`src/rtl/snake_body_streamer.sv`:
```
// Snake segment store: moves/grows the snake, detects self/wall collision and streams
// all segments to the renderer once per frame. Define SNAKE_WALL_WRAP_EN for wrap-around edges.
module snake_body_streamer #(
    parameter int MAX_LEN  = 32,
    parameter int LEN_BIT  = 6,
    parameter int GRID_W   = 124,
    parameter int GRID_H   = 81,
    parameter int INIT_LEN = 4
) (
    input  logic               clock_25,
    input  logic               reset,
    input  logic               move_tick,
    input  logic [1:0]         direction,
    input  logic               grow,
    input  logic               frame_start,
    output logic [6:0]         snake_head_x,
    output logic [6:0]         snake_head_y,
    output logic [6:0]         snake_body_x,
    output logic [6:0]         snake_body_y,
    output logic               en_snake_body,
    output logic [LEN_BIT-1:0] snake_length,
    output logic               busy,
    output logic               collision,
    output logic [2:0]         fsm_state
);

    typedef enum logic [2:0] {
        IDLE   = 3'd0,
        STREAM = 3'd1,
        SHIFT  = 3'd2,
        HEAD   = 3'd3,
        GAP    = 3'd4
    } state_t;

    localparam int IDX_W = $clog2(MAX_LEN);
    localparam logic [6:0] X_MAX = 7'(GRID_W - 1);
    localparam logic [6:0] Y_MAX = 7'(GRID_H - 1);
    localparam logic [LEN_BIT-1:0] LEN_MAX = LEN_BIT'(MAX_LEN);
    localparam logic [LEN_BIT-1:0] LEN_ONE = LEN_BIT'(1);
    localparam logic [IDX_W-1:0]   IDX_ONE = IDX_W'(1);
    localparam logic [IDX_W-1:0]   IDX_TWO = IDX_W'(2);
`ifdef SNAKE_WALL_WRAP_EN
    localparam bit WALL_WRAP = 1'b1;
`else
    localparam bit WALL_WRAP = 1'b0;
`endif

    state_t             state, state_next;
    logic [IDX_W-1:0]   idx;
    logic [6:0]         seg_x [MAX_LEN];
    logic [6:0]         seg_y [MAX_LEN];
    logic [1:0]         cur_dir;
    logic               pend_frame, pend_move, pend_grow;
    logic [1:0]         pend_dir;
    logic               mv_grow;
    logic [6:0]         nh_x, nh_y;

    logic [1:0]         src_dir, eff_dir;
    logic               src_grow, grow_ok;
    logic [6:0]         cand_x, cand_y;
    logic               edge_cross, hit_wall;
    logic [IDX_W-1:0]   top;
    logic               do_stream, do_move, last_seg, body_hit;

    // Handshake: en_snake_body high means snake_body_x/y hold seg[k], k counting up from 0
    // by one per cycle; no back-pressure; every burst is followed by at least one low cycle.
    always_comb begin
        src_dir    = pend_move ? pend_dir : direction;
        src_grow   = pend_move ? pend_grow : grow;
        eff_dir    = ((src_dir ^ 2'b10) == cur_dir) ? cur_dir : src_dir;
        grow_ok    = src_grow && (snake_length < LEN_MAX);
        top        = grow_ok ? IDX_W'(snake_length) : IDX_W'(snake_length - LEN_ONE);
        cand_x     = seg_x[0];
        cand_y     = seg_y[0];
        edge_cross = 1'b0;
        case (eff_dir)
            2'b00: if (seg_y[0] == 7'd0) begin edge_cross = 1'b1; cand_y = Y_MAX; end
                   else cand_y = seg_y[0] - 7'd1;
            2'b01: if (seg_x[0] == X_MAX) begin edge_cross = 1'b1; cand_x = 7'd0; end
                   else cand_x = seg_x[0] + 7'd1;
            2'b10: if (seg_y[0] == Y_MAX) begin edge_cross = 1'b1; cand_y = 7'd0; end
                   else cand_y = seg_y[0] + 7'd1;
            default: if (seg_x[0] == 7'd0) begin edge_cross = 1'b1; cand_x = X_MAX; end
                   else cand_x = seg_x[0] - 7'd1;
        endcase
        hit_wall  = edge_cross && !WALL_WRAP;
        do_stream = frame_start || pend_frame;
        do_move   = move_tick || pend_move;
        last_seg  = (idx == IDX_W'(snake_length - LEN_ONE));
        body_hit  = (idx >= IDX_TWO) && (seg_x[idx - IDX_ONE] == nh_x) &&
                    (seg_y[idx - IDX_ONE] == nh_y);

        state_next = state;
        case (state)
            IDLE:    if (do_stream) state_next = STREAM;
                     else if (do_move && !hit_wall) state_next = SHIFT;
            STREAM:  if (last_seg) state_next = GAP;
            SHIFT:   if (idx == IDX_ONE) state_next = HEAD;
            HEAD:    state_next = IDLE;
            GAP:     state_next = IDLE;
            default: state_next = IDLE;
        endcase
    end

    always_ff @(posedge clock_25) begin
        if (reset) begin
            state        <= IDLE;
            idx          <= '0;
            snake_length <= LEN_BIT'(INIT_LEN);
            cur_dir      <= 2'b01;
            collision    <= 1'b0;
            pend_frame   <= 1'b0;
            pend_move    <= 1'b0;
            pend_dir     <= 2'b00;
            pend_grow    <= 1'b0;
            mv_grow      <= 1'b0;
            nh_x         <= '0;
            nh_y         <= '0;
            for (int i = 0; i < MAX_LEN; i++) begin
                seg_x[i] <= 7'(GRID_W / 2 - i);
                seg_y[i] <= 7'(GRID_H / 2);
            end
        end else begin
            state <= state_next;
            // Events seen while busy are parked; only the first pending move is kept.
            if (state != IDLE) begin
                if (frame_start) pend_frame <= 1'b1;
                if (move_tick && !pend_move) begin
                    pend_move <= 1'b1;
                    pend_dir  <= direction;
                    pend_grow <= grow;
                end
            end
            case (state)
                IDLE: begin
                    if (do_stream) begin
                        idx        <= '0;
                        pend_frame <= 1'b0;
                        if (move_tick && !pend_move) begin
                            pend_move <= 1'b1;
                            pend_dir  <= direction;
                            pend_grow <= grow;
                        end
                    end else if (do_move) begin
                        pend_move <= 1'b0;
                        if (hit_wall) begin
                            collision <= 1'b1;
                        end else begin
                            idx     <= top;
                            mv_grow <= grow_ok;
                            nh_x    <= cand_x;
                            nh_y    <= cand_y;
                            cur_dir <= eff_dir;
                        end
                    end
                end
                STREAM: if (!last_seg) idx <= idx + IDX_ONE;
                SHIFT: begin
                    seg_x[idx] <= seg_x[idx - IDX_ONE];
                    seg_y[idx] <= seg_y[idx - IDX_ONE];
                    if (body_hit) collision <= 1'b1;
                    idx <= idx - IDX_ONE;
                end
                HEAD: begin
                    seg_x[0] <= nh_x;
                    seg_y[0] <= nh_y;
                    if (mv_grow) snake_length <= snake_length + LEN_ONE;
                end
                default: ;
            endcase
        end
    end

    assign snake_head_x  = seg_x[0];
    assign snake_head_y  = seg_y[0];
    assign en_snake_body = (state == STREAM);
    assign snake_body_x  = en_snake_body ? seg_x[idx] : 7'd0;
    assign snake_body_y  = en_snake_body ? seg_y[idx] : 7'd0;
    assign busy          = (state != IDLE);
    assign fsm_state     = state;

endmodule

```
`config.mk`:
```
export PLATFORM = sky130hd
export DESIGN_NAME = snake_body_streamer
export DESIGN_NICKNAME = d
export VERILOG_FILES = /design/src/rtl/snake_body_streamer.sv
export SDC_FILE = /design/constraint.sdc
export NUM_CORES = 1
export LEC_CHECK = 0
export ABC_AREA = 0
export ABC_CLOCK_PERIOD_IN_PS = 8000
export CORE_ASPECT_RATIO = 1.1
export CORE_MARGIN = 8
export CORE_UTILIZATION = 38
export DETAILED_ROUTE_END_ITERATION = 8
export GPL_TIMING_DRIVEN = 0
export PLACE_DENSITY = 0.49
export SLEW_MARGIN = 20
export SYNTH_ARGS = -nofsm -noshare
export SYNTH_HDL_FRONTEND = slang
export SYNTH_SLANG_ARGS = --single-unit
export TNS_END_PERCENT = 50
```
`constraint.sdc`:
```
create_clock -name clock_25 -period 8 [get_ports clock_25]
set_input_delay 1.6 -clock clock_25 [delete_from_list [all_inputs] [get_ports clock_25]]
set_output_delay 1.6 -clock clock_25 [all_outputs]
set_load 0.01 [all_outputs]
```
== After elaboration in Yosys (flattened, before gate mapping) ==
Memories as Yosys holds them, arrays and structs flattened. A register that Yosys moved wholly into a read port is not among the register bits.
Cells that the tools add are included.
Storage, ports and cells
  latch bits: 0
  memories kept: 2
  memory bits (read-only): 0
  word-level logic and storage cells: 147
  input bits: 7
  bits in writable memories: 448
  register bits after elaboration: 37
  output and inout bits: 40
Memory list
  seg_x: depth 32, bits a word 7, read ports 3, clocked after Yosys merged registers in 1, write ports 32, RTL line 50  | logic [6:0] seg_x [MAX_LEN];
  seg_y: depth 32, bits a word 7, read ports 3, clocked after Yosys merged registers in 1, write ports 32, RTL line 51  | logic [6:0] seg_y [MAX_LEN];
Cells by class
  $add $sub $neg: 8
  eq/ne operators: 22
  muxes and demuxes: 72
  reduce and logical (&&, ||, !) cells: 24
  $lt $le $gt $ge: 2
  multiply operators: 0
  divide/modulo/power cells: 0
  shifts and indexed selects: 0
  bitwise logic cells: 5
Operator list (count)
  $mux 7: 10
  $mux 5: 11
  $mux 1: 34
  $pmux 7 s2: 2
  $pmux 5 s3: 1
  $add 7x1->7 const B: 2
  $eq 7x7->1: 2
  $eq 7x7->1 const B: 2
  $logic_not 7->1: 2
  $mux 2: 7
  $reduce_or 7->1: 2
  $sub 7x1->7 const B: 2
  $mux 3: 4
  $ne 2x2->1 const B: 6
  $sub 5x1->5 const B: 2
  $ne 3x3->1 const B: 3
  $pmux 3 s3: 1
  $reduce_and 4->1: 2
  $add 6x1->6 const B: 1
  $eq 3x2->1 const B: 2
  $lt 6x6->1 const B: 1
  $reduce_bool 3->1: 2
  $add 5x1->5 const B: 1
  $eq 5x1->1 const B: 1
  21 further kinds: 30

== Longest topological paths before layout ==
  word-level depth: 12
  mapped depth: 16
  depth with buffers taken out: 10

== Worst setup path before layout ==
Ideal clock, no wire load.
  path type: register to output
  start: register with a tool-made name
  end: output snake_body_y[0]
  arrival time: 2.525 ns
  buffers on the path: 4
  required time: 6.400 ns
  stages on the path, launching flop included: 9
  path slack: 3.875 ns
  path through: dfxtp_1 -> clkbuf_1 -> buf_2 -> buf_1 -> clkbuf_1 -> mux4_2 -> mux4_2 -> mux2i_1 -> nor2_1
RTL lines
  end, declared: RTL line 19  | output logic [6:0] snake_body_y,

==> results.yml <==
pwr:
  switchingPower_mw: 6.019
  power_density_nw_per_um2: 386.6
  p_leak_nw: 9.838
  combPwrFrac_pct: 54.7
  clkPwrFrac_pct: 20.8
  p_sw_share_pct: 50.38
  ir_drop_mv: 0.1969
  seqPwrFrac_pct: 24.5
  intPower_mw: 5.929
yosys:
  synth-simple-area-share_pct: 18.29
  yosysWarnings: 0
  synth_xor_area_share_pct: 0.9263
  ys_types: 76
  async_flop_share_pct: 0
  synth-main-ff-cell: "edfxtp_1"
  syn_avg_cell_area_sq_um: 11.82
  synth_top_family_by_area: "multiplexers"
  synthCells: 2320
  synth_edf_count: 448
  yosysSeqAreaShare_pct: 52.13
  synth_area_sq_um: 27420
  synth_fa_ha_area_share_pct: 0.4563
  synth_compound_area_share_pct: 4.691
  muxShareOfSynthArea_pct: 19.94
  ys_ff_latch: 490
  synth.net_count: 2337
run_status:
  outcome: "complete, no violations"
global_routing:
  grt_pass1_wl_mm: 176.0
  grt_pass1_vias: 21600
  grtUsageMet2_pct: 49.37
  gr-total-overflow: 0
  grt_usage_pct: 31.12
  antenna_found_initial: 6
  grt_util_met1_pct: 39.42
  grt_max_degree: 16
  busiest_layer: "met2"
  use_met3_pct: 7.075
routing:
  drc: 0
  dr_total_vias: 22220
  viasPerCell: 6.502
  ant_nets: 0
  drt_iter0_drc: 3307
  wl_per_cell_um: 37.96
  totalWireLength_mm: 129.8
  firstDrtPassIters: 6
floorplanning:
  die_area_sq_um: 81020
  num_io_pins: 47
  rows: 103
  die_y_um: 297.7
  die-width_um: 272.1
  initial_utilization_pct: 38.27
  fp.coreArea_sq_um: 71650
setup_path:
  cp.arrival_ps: 5390
  slowest_stage: "buf_1"
  crit_buf_inv: 5
  end_kind: "output pin"
  crit_chain: "clkbuf_1 -> buf_2 -> clkbuf_1 -> buf_1 -> mux4_2 -> mux4_2 -> mux2i_1 -> nor2_1 -> clkdlybuf4s50_1"
  path_delay_family: "buffers and inverters"
  r2r_cells: 15
  reg2reg_to: "collision"
  crit_required_ps: 6400
  critPathMaxFanout: 10
  cp-start-kind: "flip-flop"
  cp_slowest_stage_delay_ps: 880
  worstReg2RegStart: "idx[1]"
  r2r_slack_ps: 1730
  critPathKind: "reg2out"
clocking:
  post_cts_buffers: 0
  hold_buffers: 0
  clockBufferDepth: 3
  ctsHtreeMaxLevel: 2
  clock_latency_ps: 650
  cts_inserted_buffers: 55
  path_clk_slew_ps: 60
  tritoncts: "built"
  cts_resized: 0
  cts_root_buffer: "clkbuf_16"
  clock-sinks: 490
layout:
  register_area_sq_um: 14290
  drive_gt1_share_pct: 16.34
  mostFrequentLayoutCell: "edfxtp_1"
  multiInputGateArea_sq_um: 12200
  fill_cells: 6813
  n_antenna_cell: 0
  mostFrequentLayoutCells: "edfxtp_1 (448), nor2_1 (363), nand2_1 (344)"
  syn_to_final_growth_pct: 12.72
  nets: 2444
timing:
  rsz0062_at_grt: "false"
  post-route-period-util_pct: 87.40
  worst_slack_ps: 1008
  setup_tns_ps: 0
  clock_skew_ps: 21.32
  fmax_mhz: 143.0
  setup_viol: 0
  worst_pin_slew_ps: 1292
  relSlewSlack_pct: 13.90
  fin_crit_ps: 6992
  finalHoldViolations: 0
  final_max_slew_viol_count: 0
worst_hold_path:
  hp-start: "pend_grow"
  hold_end: "pend_grow"
  holdPathStages: 2
  hp-class: "reg2reg"
placement:
  place_ws_ps: 1781
  io_buffers: 46
  hpwl_mm: 95.51
  gp_congestion: 0.9756
run:
  cap_violations: 0
==> synth_stat cells, drive strengths merged, types with 3 or more instances <==
library cell / instances / share of area [%]
inv: 22 / 0.30
dfxtp: 42 / 3.1
buf: 75 / 1.5
xor2: 15 / 0.51
a22o: 3 / 0.096
a32oi: 7 / 0.22
a21oi: 29 / 0.53
mux2: 24 / 0.99
a22oi: 6 / 0.16
or2: 7 / 0.16
nand3: 70 / 1.3
edfxtp: 448 / 49
clkbuf: 126 / 1.7
nor2: 365 / 5.0
o21ai: 34 / 0.62
mux4: 186 / 15
o211ai: 14 / 0.38
o2111a: 3 / 0.12
nand2b: 69 / 1.6
and2: 7 / 0.16
a2111oi: 4 / 0.17
mux2i: 99 / 3.7
or4: 5 / 0.14
a221oi: 5 / 0.16
nor2b: 4 / 0.091
nand3b: 38 / 1.0
a21o: 4 / 0.11
o2111ai: 4 / 0.13
and3: 5 / 0.11
nor3: 54 / 0.99
or3: 5 / 0.11
ha: 10 / 0.46
a31oi: 11 / 0.25
o22ai: 7 / 0.16
nor3b: 71 / 1.9
a211oi: 11 / 0.30
a32o: 14 / 0.51
nand4: 27 / 0.62
xnor2: 11 / 0.42
nor4: 3 / 0.068
nand2: 344 / 4.7
==> per-stage QoR <==
stage                     hold slack [ps]  area [sq um]  instances  utilization [%]  power [mW]
final                               503.6         30910       3418            43.13       11.95
after global routing                522.9         30910       3418            43.13       12.10
after detailed placement            492.7         29220       3315            40.77       9.237
after floorplan                     451.6         27420       2320                -       6.324
after CTS                           506.3         30900       3418            43.13       11.67
after global placement              472.3         29060       3311            40.56       9.169
==> tightest hold or removal path, cell delays in order (launching register included) <==
cell and delay [ps]:
dfxtp_1 330, mux2i_1 70, nor2_1 70
==> flip-flops by register name, summed over array words and instances (netlist names), named ones only <==
signal        count
seg_x           224
seg_y           224
nh_x              7
nh_y              7
snake_length      6
idx               5
fsm_state         3
cur_dir           2
pend_dir          2
collision         1
mv_grow           1
pend_frame        1
pend_grow         1
pend_move         1
==> layout make-up <==
class                      count  area share, %
tap                          945          3.826
buffer                       201          3.008
clock inverter                32         0.7732
timing repair buffer          50          1.717
sequential                   490          46.25
multi-input combinational   1607          39.48
inverter                      22         0.2672
clock buffer                  71          4.680
==> kinds of logic (layout without fill, tap and decap cells) <==
logic type	count (synthesis)	in the layout
adders and majority gates	10	10
buffers and inverters	223	376
and+or+nand+nor	1083	1083
muxes	309	309
AOI/OAI and AO/OA	179	179
xor gates and xnor gates	26	26
DFF	490	490
==> layer usage <==
layer | part of all wire [%] | wire length [um]
met5 | 0.010 | 13
met3 | 11 | 14060
met4 | 6.3 | 8173
met1 | 37 | 48260
met2 | 46 | 59250
==> worst max path at each step <==
stage | from | endpoint | cells past startpoint
after detailed placement | flip-flop | snake_body_x[1] | 9
after global placement | flip-flop | snake_body_y[0] | 9
final | flip-flop | snake_body_x[1] | 9
after floorplan | flip-flop | snake_body_y[0] | 8
after global routing | flip-flop | snake_body_x[1] | 9
after CTS | flip-flop | snake_body_x[1] | 9
==> power by group through the flow <==
stage | logic [mW] | clock network [mW] | registers (mW)
2_1_floorplan | 3.37 | 0 | 2.96
3_3_place_gp | 6.19 | 0 | 2.98
3_5_place_dp | 6.25 | 0 | 2.98
4_1_cts | 6.27 | 2.47 | 2.93
5_1_grt | 6.59 | 2.56 | 2.94
6_report | 6.54 | 2.48 | 2.93
Note: power is estimated with default switching activity, not from simulation.
